===== src/rtl/instruction_assembler_if.sv =====
// Packet handshake between the instruction assembler and the execution unit.
// The master drives the assembled packet and the slave returns insn_ready.
interface instruction_assembler_if;
  logic        insn_valid;
  logic        insn_ready;
  logic [15:0] insn_pc;
  logic [3:0]  insn_len;
  logic [7:0]  insn_opcode;
  logic [7:0]  insn_modrm;
  logic [15:0] insn_disp;
  logic [15:0] insn_imm;
  logic [2:0]  insn_seg_ovr;
  logic [1:0]  insn_rep;
  logic        insn_lock;

  modport master (
    output insn_valid,
    output insn_pc,
    output insn_len,
    output insn_opcode,
    output insn_modrm,
    output insn_disp,
    output insn_imm,
    output insn_seg_ovr,
    output insn_rep,
    output insn_lock,
    input  insn_ready
  );

  modport slave (
    input  insn_valid,
    input  insn_pc,
    input  insn_len,
    input  insn_opcode,
    input  insn_modrm,
    input  insn_disp,
    input  insn_imm,
    input  insn_seg_ovr,
    input  insn_rep,
    input  insn_lock,
    output insn_ready
  );
endinterface


===== src/rtl/instruction_assembler.sv =====
// Pulls bytes from the prefetch queue one per ce_1 and assembles prefixes, opcode, ModRM,
// displacement and immediate into a packet for the execution unit; owns the fetch pointer.
module instruction_assembler #(
  parameter logic [15:0] RESET_IP = 16'h0000,
  parameter logic [3:0]  MAX_LEN  = 4'd15
) (
  input  logic                    clk,
  input  logic                    reset,
  input  logic                    ce_1,
  input  logic [7:0][7:0]         ipq,
  input  logic [3:0]              ipq_len,
  output logic [15:0]             ipq_head,
  output logic                    pfp_set,
  output logic [7:0]              op_byte,
  input  logic                    op_has_modrm,
  input  logic [1:0]              op_imm_bytes,
  input  logic                    branch_req,
  input  logic [15:0]             branch_target,
  instruction_assembler_if.master insn
);

  localparam logic [2:0] StOpcode = 3'd0;
  localparam logic [2:0] StModrm  = 3'd1;
  localparam logic [2:0] StDispLo = 3'd2;
  localparam logic [2:0] StDispHi = 3'd3;
  localparam logic [2:0] StImmLo  = 3'd4;
  localparam logic [2:0] StImmHi  = 3'd5;
  localparam logic [2:0] StHold   = 3'd6;

  logic [2:0]  state_q, state_d;
  logic [15:0] head_q, head_d;
  logic        pfp_q, pfp_d;
  logic        valid_q, valid_d;
  logic        first_q, first_d;
  logic [15:0] pc_q, pc_d;
  logic [3:0]  len_q, len_d;
  logic [7:0]  opcode_q, opcode_d;
  logic [7:0]  modrm_q, modrm_d;
  logic [15:0] disp_q, disp_d;
  logic [15:0] imm_q, imm_d;
  logic [2:0]  seg_q, seg_d;
  logic [1:0]  rep_q, rep_d;
  logic        lock_q, lock_d;
  logic [1:0]  imm_sz_q, imm_sz_d;
  logic [1:0]  disp_sz_q, disp_sz_d;

  logic [7:0]  byte_in;
  logic        take;
  logic [1:0]  op_imm_sz;
  logic [1:0]  modrm_disp_sz;
  logic [3:0]  len_sat;
  logic [2:0]  after_disp;

  assign byte_in = ipq[head_q[2:0]];
  assign op_byte = byte_in;

  // The cycle after a redirect the BCU is still refilling, so nothing is consumed.
  assign take = ce_1 && !branch_req && !pfp_q && (ipq_len != 4'd0) && (state_q != StHold);

  assign op_imm_sz = (op_imm_bytes == 2'd3) ? 2'd2 : op_imm_bytes;
  assign len_sat   = (len_q >= MAX_LEN) ? MAX_LEN : len_q + 4'd1;
  assign after_disp = (imm_sz_q != 2'd0) ? StImmLo : StHold;

  always_comb begin
    modrm_disp_sz = 2'd0;
    unique case (byte_in[7:6])
      2'b01:   modrm_disp_sz = 2'd1;
      2'b10:   modrm_disp_sz = 2'd2;
      2'b00:   modrm_disp_sz = (byte_in[2:0] == 3'b110) ? 2'd2 : 2'd0;
      default: modrm_disp_sz = 2'd0;
    endcase
  end

  always_comb begin
    state_d   = state_q;
    head_d    = head_q;
    pfp_d     = pfp_q;
    valid_d   = valid_q;
    first_d   = first_q;
    pc_d      = pc_q;
    len_d     = len_q;
    opcode_d  = opcode_q;
    modrm_d   = modrm_q;
    disp_d    = disp_q;
    imm_d     = imm_q;
    seg_d     = seg_q;
    rep_d     = rep_q;
    lock_d    = lock_q;
    imm_sz_d  = imm_sz_q;
    disp_sz_d = disp_sz_q;

    if (ce_1) begin
      pfp_d = 1'b0;
      if (branch_req) begin
        head_d  = branch_target;
        pfp_d   = 1'b1;
        valid_d = 1'b0;
        state_d = StOpcode;
        first_d = 1'b1;
      end else if (state_q == StHold) begin
        if (insn.insn_ready) begin
          valid_d = 1'b0;
          state_d = StOpcode;
          first_d = 1'b1;
        end
      end else if (take) begin
        head_d = head_q + 16'd1;
        len_d  = first_q ? 4'd1 : len_sat;
        case (state_q)
          StOpcode: begin
            // Previous packet fields stay visible until a new instruction starts.
            if (first_q) begin
              pc_d     = head_q;
              seg_d    = 3'b000;
              rep_d    = 2'b00;
              lock_d   = 1'b0;
              opcode_d = 8'h00;
              modrm_d  = 8'h00;
              disp_d   = 16'h0000;
              imm_d    = 16'h0000;
            end
            first_d = 1'b0;
            case (byte_in)
              8'h26: seg_d  = 3'b100;
              8'h2E: seg_d  = 3'b101;
              8'h36: seg_d  = 3'b110;
              8'h3E: seg_d  = 3'b111;
              8'hF0: lock_d = 1'b1;
              8'hF2: rep_d  = 2'b10;
              8'hF3: rep_d  = 2'b11;
              default: begin
                opcode_d  = byte_in;
                imm_sz_d  = op_imm_sz;
                disp_sz_d = 2'd0;
                if (op_has_modrm) begin
                  state_d = StModrm;
                end else if (op_imm_sz != 2'd0) begin
                  state_d = StImmLo;
                end else begin
                  state_d = StHold;
                end
              end
            endcase
          end
          StModrm: begin
            modrm_d   = byte_in;
            disp_sz_d = modrm_disp_sz;
            state_d   = (modrm_disp_sz != 2'd0) ? StDispLo : after_disp;
          end
          StDispLo: begin
            disp_d  = {{8{byte_in[7]}}, byte_in};
            state_d = (disp_sz_q == 2'd2) ? StDispHi : after_disp;
          end
          StDispHi: begin
            disp_d  = {byte_in, disp_q[7:0]};
            state_d = after_disp;
          end
          StImmLo: begin
            imm_d   = {8'h00, byte_in};
            state_d = (imm_sz_q == 2'd2) ? StImmHi : StHold;
          end
          StImmHi: begin
            imm_d   = {byte_in, imm_q[7:0]};
            state_d = StHold;
          end
          default: state_d = StOpcode;
        endcase
        valid_d = (state_d == StHold);
      end
    end
  end

  always_ff @(posedge clk or posedge reset) begin
    if (reset) begin
      state_q   <= StOpcode;
      head_q    <= RESET_IP;
      pfp_q     <= 1'b0;
      valid_q   <= 1'b0;
      first_q   <= 1'b1;
      pc_q      <= 16'h0000;
      len_q     <= 4'd0;
      opcode_q  <= 8'h00;
      modrm_q   <= 8'h00;
      disp_q    <= 16'h0000;
      imm_q     <= 16'h0000;
      seg_q     <= 3'b000;
      rep_q     <= 2'b00;
      lock_q    <= 1'b0;
      imm_sz_q  <= 2'd0;
      disp_sz_q <= 2'd0;
    end else begin
      state_q   <= state_d;
      head_q    <= head_d;
      pfp_q     <= pfp_d;
      valid_q   <= valid_d;
      first_q   <= first_d;
      pc_q      <= pc_d;
      len_q     <= len_d;
      opcode_q  <= opcode_d;
      modrm_q   <= modrm_d;
      disp_q    <= disp_d;
      imm_q     <= imm_d;
      seg_q     <= seg_d;
      rep_q     <= rep_d;
      lock_q    <= lock_d;
      imm_sz_q  <= imm_sz_d;
      disp_sz_q <= disp_sz_d;
    end
  end

  assign ipq_head          = head_q;
  assign pfp_set           = pfp_q;
  assign insn.insn_valid   = valid_q;
  assign insn.insn_pc      = pc_q;
  assign insn.insn_len     = len_q;
  assign insn.insn_opcode  = opcode_q;
  assign insn.insn_modrm   = modrm_q;
  assign insn.insn_disp    = disp_q;
  assign insn.insn_imm     = imm_q;
  assign insn.insn_seg_ovr = seg_q;
  assign insn.insn_rep     = rep_q;
  assign insn.insn_lock    = lock_q;

endmodule

===== src/flat_wrapper.sv =====
// flat-port wrapper written by rule: the top's interface ports become plain ports
module instruction_assembler_flat 
#(
  parameter logic [15:0] RESET_IP = 16'h0000,
  parameter logic [3:0]  MAX_LEN  = 4'd15
)
  (clk, reset, ce_1, ipq, ipq_len, ipq_head, pfp_set, op_byte, op_has_modrm, op_imm_bytes, branch_req, branch_target, insn_insn_valid, insn_insn_pc, insn_insn_len, insn_insn_opcode, insn_insn_modrm, insn_insn_disp, insn_insn_imm, insn_insn_seg_ovr, insn_insn_rep, insn_insn_lock, insn_insn_ready);
  instruction_assembler_if insn_i ();
  input  logic clk;
  input  logic reset;
  input  logic ce_1;
  input  logic [7:0][7:0] ipq;
  input  logic [3:0] ipq_len;
  output logic [15:0] ipq_head;
  output logic pfp_set;
  output logic [7:0] op_byte;
  input  logic op_has_modrm;
  input  logic [1:0] op_imm_bytes;
  input  logic branch_req;
  input  logic [15:0] branch_target;
  output wire logic [$bits(insn_i.insn_valid)-1:0] insn_insn_valid;
  output wire logic [$bits(insn_i.insn_pc)-1:0] insn_insn_pc;
  output wire logic [$bits(insn_i.insn_len)-1:0] insn_insn_len;
  output wire logic [$bits(insn_i.insn_opcode)-1:0] insn_insn_opcode;
  output wire logic [$bits(insn_i.insn_modrm)-1:0] insn_insn_modrm;
  output wire logic [$bits(insn_i.insn_disp)-1:0] insn_insn_disp;
  output wire logic [$bits(insn_i.insn_imm)-1:0] insn_insn_imm;
  output wire logic [$bits(insn_i.insn_seg_ovr)-1:0] insn_insn_seg_ovr;
  output wire logic [$bits(insn_i.insn_rep)-1:0] insn_insn_rep;
  output wire logic [$bits(insn_i.insn_lock)-1:0] insn_insn_lock;
  input wire logic [$bits(insn_i.insn_ready)-1:0] insn_insn_ready;
  assign insn_insn_valid = insn_i.insn_valid;
  assign insn_insn_pc = insn_i.insn_pc;
  assign insn_insn_len = insn_i.insn_len;
  assign insn_insn_opcode = insn_i.insn_opcode;
  assign insn_insn_modrm = insn_i.insn_modrm;
  assign insn_insn_disp = insn_i.insn_disp;
  assign insn_insn_imm = insn_i.insn_imm;
  assign insn_insn_seg_ovr = insn_i.insn_seg_ovr;
  assign insn_insn_rep = insn_i.insn_rep;
  assign insn_insn_lock = insn_i.insn_lock;
  assign insn_i.insn_ready = insn_insn_ready;
  instruction_assembler #(.RESET_IP(RESET_IP), .MAX_LEN(MAX_LEN)) u_core (.clk(clk), .reset(reset), .ce_1(ce_1), .ipq(ipq), .ipq_len(ipq_len), .ipq_head(ipq_head), .pfp_set(pfp_set), .op_byte(op_byte), .op_has_modrm(op_has_modrm), .op_imm_bytes(op_imm_bytes), .branch_req(branch_req), .branch_target(branch_target), .insn(insn_i));
endmodule

===== config.mk =====
export PLATFORM = sky130hd
export DESIGN_NAME = instruction_assembler_flat
export DESIGN_NICKNAME = d
export VERILOG_FILES = /design/src/rtl/instruction_assembler_if.sv /design/src/rtl/instruction_assembler.sv /design/src/flat_wrapper.sv
export SDC_FILE = /design/constraint.sdc
export NUM_CORES = 1
export LEC_CHECK = 0
export CAP_MARGIN = 20
export CORE_UTILIZATION = 30
export CTS_CLUSTER_SIZE = 40
export DETAILED_ROUTE_END_ITERATION = 10
export MAX_ROUTING_LAYER = met4
export SYNTH_ARGS = -nofsm -noshare
export SYNTH_HDL_FRONTEND = slang
export SYNTH_SLANG_ARGS = --single-unit
export TNS_END_PERCENT = 10

===== constraint.sdc =====
create_clock -name clk -period 2.92 [get_ports clk]
set_input_delay 0.292 -clock clk [delete_from_list [all_inputs] [get_ports clk]]
set_output_delay 0.292 -clock clk [all_outputs]
set_load 0.02 [all_outputs]

# ---- Word-level counts from Yosys, hierarchy flattened
# Index checks and enable logic that the tools add are counted.
dict set report totals {
  word_cells 143
  mem_bits_ro 0
  regBits 100
  input_bits 92
  out_inout_bits 100
  mem_bits_rw 0
  mem_count 0
  latch_bits 0
}
dict set report classes {
  n_reduce_logical 40
  muxes 50
  n_mul 0
  n_addsub 2
  n_bitwise 5
  shifts 0
  magnitude_cmp 2
  n_eq_ne 26
  div 0
}
# op count
set op_table {}
lappend op_table {{one-hot mux 16 bit (3 select lines)} 2}
lappend op_table {{2-to-1 mux 16 bit} 4}
lappend op_table {{AND reduction 6 bit} 10}
lappend op_table {{2-to-1 mux 3 bit} 13}
lappend op_table {{equality test 8 x 6 -> 1 bit (second input constant)} 4}
lappend op_table {{binary-select mux 8 bit (select 3 bit)} 1}
lappend op_table {{equality test 8 bit (second input constant)} 3}
lappend op_table {{2-to-1 mux 8 bit} 3}
lappend op_table {{one-hot mux 3 bit (6 select lines)} 1}
lappend op_table {{adder 16 x 1 -> 16 bit (second input constant)} 1}
lappend op_table {{one-hot mux 8 bit (2 select lines)} 1}
lappend op_table {{nonzero test 2 bit} 8}
lappend op_table {{equality test 3 bit (second input constant)} 5}
lappend op_table {{nonzero test 3 bit} 5}
lappend op_table {{2-to-1 mux 2 bit} 7}
lappend op_table {{AND reduction 7 bit} 2}
lappend op_table {{2-to-1 mux 1 bit} 12}
lappend op_table {{one-hot mux 3 bit (4 select lines)} 1}
lappend op_table {{equality test 2 bit (second input constant)} 4}
lappend op_table {{2-to-1 mux 4 bit} 2}
lappend op_table {{one-hot mux 2 bit (2 select lines)} 2}
lappend op_table {{AND reduction 4 bit} 2}
lappend op_table {{OR reduction 7 bit} 1}
lappend op_table {{equality test 3 x 2 -> 1 bit (second input constant)} 2}
lappend op_table {{17 further kinds} 29}

# ---- Longest topological paths before layout
# Gate-level depths: netlist of the first run.
dict set report depth {
  depth_word 16
  ltp_mapped 10
  ltp_nobuf 7
}

# ---- Least setup slack after synthesis of the first run
# Ideal clock, no wire load.
dict set report synth_timing {
  path_type {register -> register}
  start {register u_core.head_q[1], in the netlist u_core.ipq_head[1]}
  end {register u_core.disp_sz_q[0]}
  arrival_time_ns 2.537
  n_path_buf 2
  synth_period_minus_slack_ns 2.664
  stages_incl_launch_ff 10
  setup_ns 0.128
  path_slack_ns 0.256
  required_ns 2.792
  path_cell_list {dfrtp_1 -> buf_6 -> buf_6 -> mux4_2 -> mux2i_4 -> inv_2 -> nor3_2 -> a22oi_4 -> o21ai_2 -> mux2_1}
}
dict set report synth_via {
  elab_chain_cells 6
  elab_cells_between_ends 17
  cone_classes {eq/ne: 10; mux: 4; reduce/logical: 3}
}
# element line
set synth_lines {}
lappend synth_lines {{from (decl)} instruction_assembler.sv:31} ;# logic [15:0] head_q, head_d;
lappend synth_lines {{from (signal assigned)} instruction_assembler.sv:176} ;# head_q <= RESET_IP;
lappend synth_lines {{from (signal assigned)} instruction_assembler.sv:193} ;# head_q <= head_d;
lappend synth_lines {{binary-select mux 8 bit (select 3 bit) *} instruction_assembler.sv:54} ;# assign byte_in = ipq[head_q[2:0]];
lappend synth_lines {{2-to-1 mux 8 bit (implied by the code) *} instruction_assembler.sv:54}
lappend synth_lines {{via op_byte[7]} flat_wrapper.sv:16} ;# output logic [7:0] op_byte;
lappend synth_lines {{equality test 8 x 6 -> 1 bit or equality test 8 bit (tied branches)} instruction_assembler.sv:123} ;# case (byte_in)
lappend synth_lines {{OR reduction 7 bit (no source line)} n/a}
lappend synth_lines {{inequality test 2 bit (no source line)} n/a}
lappend synth_lines {{AND reduction 6 bit (no source line)} n/a}
lappend synth_lines {{to (signal assigned)} instruction_assembler.sv:207} ;# disp_sz_q <= disp_sz_d;
lappend synth_lines {{to (decl)} instruction_assembler.sv:45} ;# logic [1:0] disp_sz_q, disp_sz_d;
# The timed path passes the listed nets; every way through them passes the cells marked *. The select of a mux whose other input is x is not followed.
# A chain may end at the register's enable or synchronous reset.

# ---- Worst setup path in the final report of the first run
dict set report layout_timing {
  start {register u_core.head_q[1], in the netlist u_core.ipq_head[1]}
  end {output op_byte[5]}
}
dict set report layout_via {
  elab_chain_cells 2
}
# element line
set layout_lines {}
lappend layout_lines {{binary-select mux 8 bit (select 3 bit)} instruction_assembler.sv:54}
lappend layout_lines {{2-to-1 mux 8 bit (implied by the code)} instruction_assembler.sv:54}
lappend layout_lines {{to (decl)} flat_wrapper.sv:16}
# No other way between the ends. The select of a mux whose other input is x is not followed.

==> metrics.md, run 1 <==
| Metric | Value |
|---|---|
| Status | `complete, no violations` |
| Unrepaired setup endpoints after global routing | `no` |
| Synth Area in Adders | `0.00478` |
| Largest family of logic cells by synthesized area | `compound AO/OA/AOI/OAI gates` |
| Final Wtd Congestion | `roughly 0.85` |
| Min cycle time layout | `roughly 2.8 ns` |
| Routed wire length per instance | `17.9 µm` |
| Num CTS Buffers | `9` |
| Port bufs | `between 150 and 200` |
| Setup-failing EPs final | `0` |
| Rel. slew slack | `0.349` |
| Number of iterations in the first detailed-routing pass | `5` |
| Clk_skew | `around 0.0086 ns` |
| Register area share after synthesis | `0.478` |
| Area grow syn2layout | `49.3%` |
| Worst Path Required | `roughly 2.6 ns` |
| Routed Antenna Nets | `0` |
| Share of synthesized flip-flops with an asynchronous set or reset | `1.00` |
| Post-Syn Area | `~5200 µm²` |
| Fmax | `about 360 MHz` |
| WL final | `16400 µm` |
| Max-slew violations | `0` |
| Most common cell after layout, fill and taps aside | `clkdlybuf4s50_1` |
| Top_reg_cell synth | `dfrtp_1` |
| Layout cells sized above 1 | `0.125` |
| Clk buf depth | `2` |
| Die ar. | `between 15000 and 20000 µm²` |
| Core box area | `16800 µm²` |
| Initial Util | `0.311` |
| Critical Path Fanout Max | `20` |
| Register bit total from synthesis | `100` |
| Power, Total | `7.16 mW` |
| Yosys warnings | `0` |
| Most frequent cells in the layout | `188 x clkdlybuf4s50_1, 98 x dfrtp_1, 74 x nand2_1` |
| Net Count, Synth | `592` |
| Synth Instances | `about 500` |
| Clock power share | `0.180` |
| Nets | `785` |
| Xor and xnor area share after synthesis | `0` |
| Antenna violations before repair | `0` |
| Simple-gate share of the synthesized area | `0.134` |
| Sequential Power Share | `0.313` |
| Initial drt markers | `between 200 and 250` |
| DRC viols | `0` |
| Wire length of the first global-routing pass | `25900 µm` |
| Fin crit share | `0.947` |
| Sw Pwr | `between 2 and 3 mW` |
| Synth Area in Compound Gates | `0.180` |
| Setup Buffers After CTS | `0` |
| Mean Syn Cell Area | `10.5 µm²` |
| Die H | `134 µm` |
| CP Class | `reg -> out` |
| Post-synth EDFFs | `0` |
| Hpwl dp | `between 10000 and 15000 µm` |
| Gr usage total | `0.194` |
| Root buf cell | `clkbuf_16` |
| Distinct cells, synth | `around 60` |
| Vias | `around 4700` |
| Sink Count | `100` |
| CTS tree | `built` |
| Ant. Diodes | `0` |
| Peak VDD IR | `450 µV` |
| Gr ovfl total | `0` |
| Die width | `about 130 µm` |
| Final TNS setup | `0 ns` |
| P_leak | `between 3 and 4 nW` |
| H-tree depth | `3` |
| Proportion of synthesized area in mux cells | `0.158` |
| Std cell rows | `between 40 and 50` |
| Hold crit path type | `reg -> reg` |
| Worst Path Arrival | `around 2.5 ns` |
| Vias in the first global route | `approximately 4800` |
| Vias per cell | `roughly 5` |
| Pwr per Cell Area | `a little over 900 nW/µm²` |
| Worst-skew pair later-pin latency | `between 0.3 and 0.4 ns` |
| Slew @ Worst Pin | `0.970 ns` |
| Comb pwr share | `0.507` |
| Sw Ratio | `0.405` |
| Largest net degree at the start of global routing | `74` |
| CP Capture Type | `output port` |
| Number of I/O pins | `approximately 190` |
| Final Hold Vio Count | `0` |
| CP startpoint kind | `flop` |
| CTS clk-pin slew, worst paths | `roughly 0.070 ns` |
| Max-Cap Viols | `0` |
| Internal power | `~4.3 mW` |
power by group through the flow:
stage          Combinational (mW)  Clock [mW]  Sequential [mW]
6_report                     3.63        1.29             2.24
5_1_grt                      3.87        1.37             2.31
4_1_cts                      3.65        1.32             2.24
3_5_place_dp                 3.64           0             2.26
3_3_place_gp                 3.60           0             2.24
2_1_floorplan                1.52           0             2.69
cell usage after synthesis (4+ instances only):
library cell / instances / share of area
dfrtp_1: 99 / 0.47
nand2_1: 74 / 0.053
o21ai_0: 41 / 0.039
a21oi_1: 29 / 0.028
clkbuf_1: 24 / 0.017
inv_1: 18 / 0.013
o31ai_1: 18 / 0.026
mux2i_1: 14 / 0.027
mux4_2: 14 / 0.060
nor2_1: 12 / 0.0086
nor3_1: 12 / 0.011
mux2_2: 11 / 0.024
nand3_1: 8 / 0.0077
o21a_1: 8 / 0.011
nor2b_1: 7 / 0.0084
o211ai_1: 7 / 0.010
o21ai_1: 7 / 0.0067
and3_1: 6 / 0.0072
mux2i_4: 6 / 0.026
a31oi_1: 5 / 0.0060
buf_2: 5 / 0.0048
o22ai_1: 5 / 0.0060
or3_1: 4 / 0.0048
worst max-delay path, stage by stage (launching register included):
cell and delay (ns):
dfrtp_1 0.37, buf_12 0.19, mux4_1 0.61, mux2i_4 0.30
inv_1 0.09, clkdlybuf4s50_1 0.55
per-layer routing:
metal / wire (µm) / vias up / global-route usage / part of all wire
li1: - / 2215 / - / -
met5: 0 / - / - / 0
met3: 1060 / 17 / 0.0537 / 0.065
met1: 7130 / 2296 / 0.235 / 0.44
met4: 275 / 0 / 0.0537 / 0.017
met2: 7920 / 165 / 0.315 / 0.48
registers in the layout (all words and copies together), names as in the netlist, 2 cells and up:
signal                    count
u_core.imm_sz_q               2
u_core.insn.insn_pc          16
u_core.insn.insn_imm         16
u_core.state_q                3
u_core.disp_sz_q              2
u_core.insn.insn_modrm        8
u_core.insn.insn_disp        16
u_core.insn.insn_rep          2
u_core.ipq_head              16
u_core.insn.insn_seg_ovr      3
u_core.insn.insn_len          4
u_core.insn.insn_opcode       8
cells by family (layout without fill, tap and decap cells):
logic type | count (synthesis) | after routing
AOI/OAI and AO/OA | 147 | 147
adders and majority gates | 2 | 2
muxes | 52 | 52
buffers and inverters | 53 | 251
DFF | 100 | 100
and+or+nand+nor | 144 | 144
final cells by class:
type                            count  area [µm²]
Multi-Input combinational cell    345        2510
Tap cell                          220         275
Inverter                           20        77.6
Fill cell                        1596        9010
Clock buffer                        9         225
Timing Repair Buffer              215        2120
Sequential cell                   100        2500
Clock inverter                      7        93.8
worst paths after layout:
kind / startpoint / endpoint / slack [ns] / cells past startpoint
max: u_core.ipq_head[1]$_DFFE_PP0P_ / op_byte[5] / 0.16 / 5
min: u_core.insn.insn_pc[2]$_DFFE_PP0P_ / u_core.insn.insn_pc[2]$_DFFE_PP0P_ / 0.48 / 2
max reg2reg: u_core.ipq_head[1]$_DFFE_PP0P_ / u_core.disp_sz_q[0]$_DFFE_PP0P_ / 0.32 / 8
min reg2reg: u_core.insn.insn_pc[2]$_DFFE_PP0P_ / u_core.insn.insn_pc[2]$_DFFE_PP0P_ / 0.48 / 2
max in group asynchronous: reset / u_core.insn.insn_disp[9]$_DFFE_PP0P_ / 1.74 / 3
min in group asynchronous: reset / u_core.ipq_head[15]$_DFFE_PP0P_ / 0.51 / 2
what timing repair did:
item / in CTS / in global routing
endpoints found under the setup margin: 1 / 4
gates resized for setup: 1 / 4
hold buffers: 0 / 0
metrics by stage:
step	instance area [µm²]	instances	setup slack [ns]	hold slack, ns	util
after floorplan	5230	498	0.0109	0.399	-
after global placement	7480	900	0.278	0.463	0.445
after detailed placement	7480	900	0.219	0.469	0.445
after CTS	7800	916	0.0298	0.485	0.464
after global routing	7810	916	0.0465	0.508	0.465
final	7810	916	0.156	0.479	0.465
(Power assumes the default switching activity.)
==> run 2, diff against run 1 <==
ABC_CLOCK_PERIOD_IN_PS = 2920   (was not set)
PLACE_DENSITY = 0.6   (was not set)
==> results of run 2 <==
Same layout as run 1: the final DEF is identical, and so are final timing and power.
==> run 3, diff against run 2 <==
RECOVER_POWER = 25   (was not set)
==> run 3 against run 2 <==
  * The flow now finishes with violations (max-capacitance violations, max-slew violations)
  * Register-to-register slack is essentially flat
  * Maximum frequency about the same
  * Critical path depth stayed put
  * Final area decreased by 0.27%
  * Via count hardly changed
  * Clock power about the same
  * Highest routed layer unchanged
  * Power about the same
  * Non-clock buffer count is the same
  * Cell count did not move
  * Core utilization shrank 0.13 points
  * Setup slack got worse by 0.0013 ns
  * Global-route usage unchanged
==> metrics.md, run 3 (synthesized netlist as in run 1, its figures left out) <==
| Metric | Value |
|---|---|
| Pre-CTS WS | `0.219 ns (unchanged)` |
| Finished Core Util | `0.463 (was 0.465)` |
| Largest net degree at the start of global routing | `74 (unchanged)` |
| Die width | `134 µm (unchanged)` |
| DRC viols | `0 (unchanged)` |
| Nets | `785 (unchanged)` |
| Clk_skew | `0.00835 ns (was 0.00857 ns)` |
| Most frequent cells in the layout | `187 x clkdlybuf4s50_1, 98 x dfrtp_1, 74 x nand2_1 (was 188 x clkdlybuf4s50_1, 98 x dfrtp_1, 74 x nand2_1)` |
| Vias per cell | `5.12 (about the same)` |
| FF-to-FF setup slack | `0.33 ns (was 0.32 ns)` |
| Hpwl dp | `12500 µm (unchanged)` |
| Number of iterations in the first detailed-routing pass | `7 (was 5)` |
| Vias in the first global route | `4756 (unchanged)` |
| CP startpoint kind | `flop (unchanged)` |
| H-tree depth | `3 (unchanged)` |
| Final Hold Vio Count | `0 (unchanged)` |
| Unrepaired setup endpoints after global routing | `no (unchanged)` |
| Antenna violations before repair | `0 (unchanged)` |
| Gr ovfl total | `0 (unchanged)` |
| Min cycle time layout | `2.77 ns (was 2.76 ns)` |
| Routed wire length per instance | `17.9 µm (about the same)` |
| Delay-heaviest family, CP | `multiplexers (unchanged)` |
| Root buf cell | `clkbuf_16 (unchanged)` |
| P_leak | `3.27 nW (was 3.28 nW)` |
| Worst hold stages | `2 (unchanged)` |
| Fill count | `1601 (was 1596)` |
| Critical-path top delay cell | `mux4_1 (unchanged)` |
| Critical Path Fanout Max | `20 (unchanged)` |
| Worst Path Required | `2.63 ns (about the same)` |
| Worst R2R End | `u_core.disp_sz_q[0]$_DFFE_PP0P_ (unchanged)` |
| Std cell rows | `47 (unchanged)` |
| Worst-skew pair later-pin latency | `0.36 ns (about the same)` |
| Die ar. | `18000 µm² (unchanged)` |
| Layout cells sized above 1 | `0.124 (was 0.125)` |
| Initial Util | `0.311 (unchanged)` |
| Peak VDD IR | `450 µV (about the same)` |
| Setup-failing EPs final | `0 (unchanged)` |
| Rel. slew slack | `-0.0478 (was 0.349)` |
| Most common cell after layout, fill and taps aside | `clkdlybuf4s50_1 (unchanged)` |
| Max-Cap Viols | `1 (was 0)` |
| Placed Area | `7480 µm² (unchanged)` |
| Status | `finished, violations left (was complete, no violations)` |
| Fmax | `362 MHz (about the same)` |
| Initial drt markers | `243 (was 230)` |
| Clk buf depth | `2 (unchanged)` |
| Port bufs | `191 (unchanged)` |
| Worst Hold Launch | `u_core.insn.insn_pc[2]$_DFFE_PP0P_ (unchanged)` |
| Crit path cell chain | `buf_12 > mux4_1 > mux2i_4 > inv_1 > clkdlybuf4s50_1 (unchanged)` |
| Hold crit path type | `reg -> reg (unchanged)` |
| Pwr per Cell Area | `919 nW/µm² (was 917 nW/µm²)` |
| Gr usage total | `0.194 (unchanged)` |
| Routed Antenna Nets | `0 (unchanged)` |
| Setup Buffers After CTS | `0 (unchanged)` |
| Worst Hold End | `u_core.insn.insn_pc[2]$_DFFE_PP0P_ (unchanged)` |
| Finished Cell Area | `7790 µm² (was 7810 µm²)` |
| CTS tree | `built (unchanged)` |
| Sink Count | `100 (unchanged)` |
| Final TNS setup | `0 ns (unchanged)` |
| CP Capture Type | `output port (unchanged)` |
| Final worst slack | `0.155 ns (was 0.156 ns)` |
| Fin crit share | `0.947 (about the same)` |
| Num CTS Buffers | `9 (unchanged)` |
| WL final | `16400 µm (about the same)` |
| Worst path buffer plus inverter count | `3 (unchanged)` |
| Die H | `134 µm (unchanged)` |
| Cells on worst reg2reg path | `8 (unchanged)` |
| Ant. Diodes | `0 (unchanged)` |
| Failing checks | `max-capacitance violations, max-slew violations` |
| Number of I/O pins | `192 (unchanged)` |
| CTS clk-pin slew, worst paths | `0.07 ns (about the same)` |
| Slew @ Worst Pin | `1.57 ns (was 0.970 ns)` |
| CP Class | `reg -> out (unchanged)` |
| Wire length of the first global-routing pass | `25900 µm (unchanged)` |
| Core box area | `16800 µm² (unchanged)` |
| Vias | `4691 (was 4693)` |
| Worst hold margin | `0.479 ns (about the same)` |
| CP peak stage delay | `0.61 ns (about the same)` |
| Area grow syn2layout | `48.9% (was 49.3%)` |
| R2R Path Start | `u_core.ipq_head[1]$_DFFE_PP0P_ (unchanged)` |
| Max-slew violations | `74 (was 0)` |
| Final Wtd Congestion | `0.846 (unchanged)` |
| Worst Path Arrival | `2.47 ns (about the same)` |
==> run 3: power by group <==
part | switching [mW] | internal [mW] | leakage [nW]
clock network | 0.604 | 0.689 | 0.153
registers | 0.380 | 1.86 | 1.28
logic | 1.92 | 1.71 | 1.85
==> run 3: area by class of cell <==
cell class	count	area, µm²	area share
repair buffers	215	2110	0.270
well taps	220	275	0.0353
multi-input cells	345	2510	0.322
flip-flops and latches	100	2500	0.322
clock buffers	9	225	0.0289
inverters	20	75.1	0.00964
clock inverters	7	93.8	0.0120
==> run 3: worst min-delay path, stage by stage, from the launching register on <==
cell     delay [ns]
dfrtp_1        0.34
nand2_1        0.04
o21ai_0        0.06
==> run 3: metal layers <==
layer | vias up | routed length (µm) | track usage
met3 | 19 | 1170 | 0.0537
met4 | 0 | 257 | 0.0537
met1 | 2286 | 6990 | 0.235
li1 | 2212 | - | -
met5 | - | 0 | -
met2 | 174 | 7980 | 0.315
==> run 3: through the flow <==
stage | cells | power [mW]
6_report | 916 | 7.16
5_1_grt | 916 | 7.55
4_1_cts | 916 | 7.21
3_5_place_dp | 900 | 5.90
3_3_place_gp | 900 | 5.84
2_1_floorplan | 498 | 4.21
==> run 3: how the worst max path moves through the flow <==
| stage | start | endpoint | slack [ns] | cells after the start |
|---|---|---|---|---|
| 2_1_floorplan | reset | u_core.disp_sz_q[0]$_DFFE_PP0P_ | 0.01 | 1 |
| 3_3_place_gp | ipq[55] | u_core.disp_sz_q[0]$_DFFE_PP0P_ | 0.28 | 8 |
| 3_5_place_dp | ce_1 | u_core.insn.insn_imm[11]$_DFFE_PP0P_ | 0.22 | 6 |
| 4_1_cts | u_core.ipq_head[1]$_DFFE_PP0P_ | op_byte[3] | 0.03 | 6 |
| 5_1_grt | u_core.ipq_head[1]$_DFFE_PP0P_ | op_byte[5] | 0.05 | 5 |
| 6_report | u_core.ipq_head[1]$_DFFE_PP0P_ | op_byte[5] | 0.15 | 5 |
==> run 3: repair_timing <==
| action | CTS | global route |
|---|---|---|
| cloned | 0 | 0 |
| setup endpoints to repair | 1 | 4 |
| gates resized for setup | 1 | 4 |
| hold buffers | 0 | 0 |
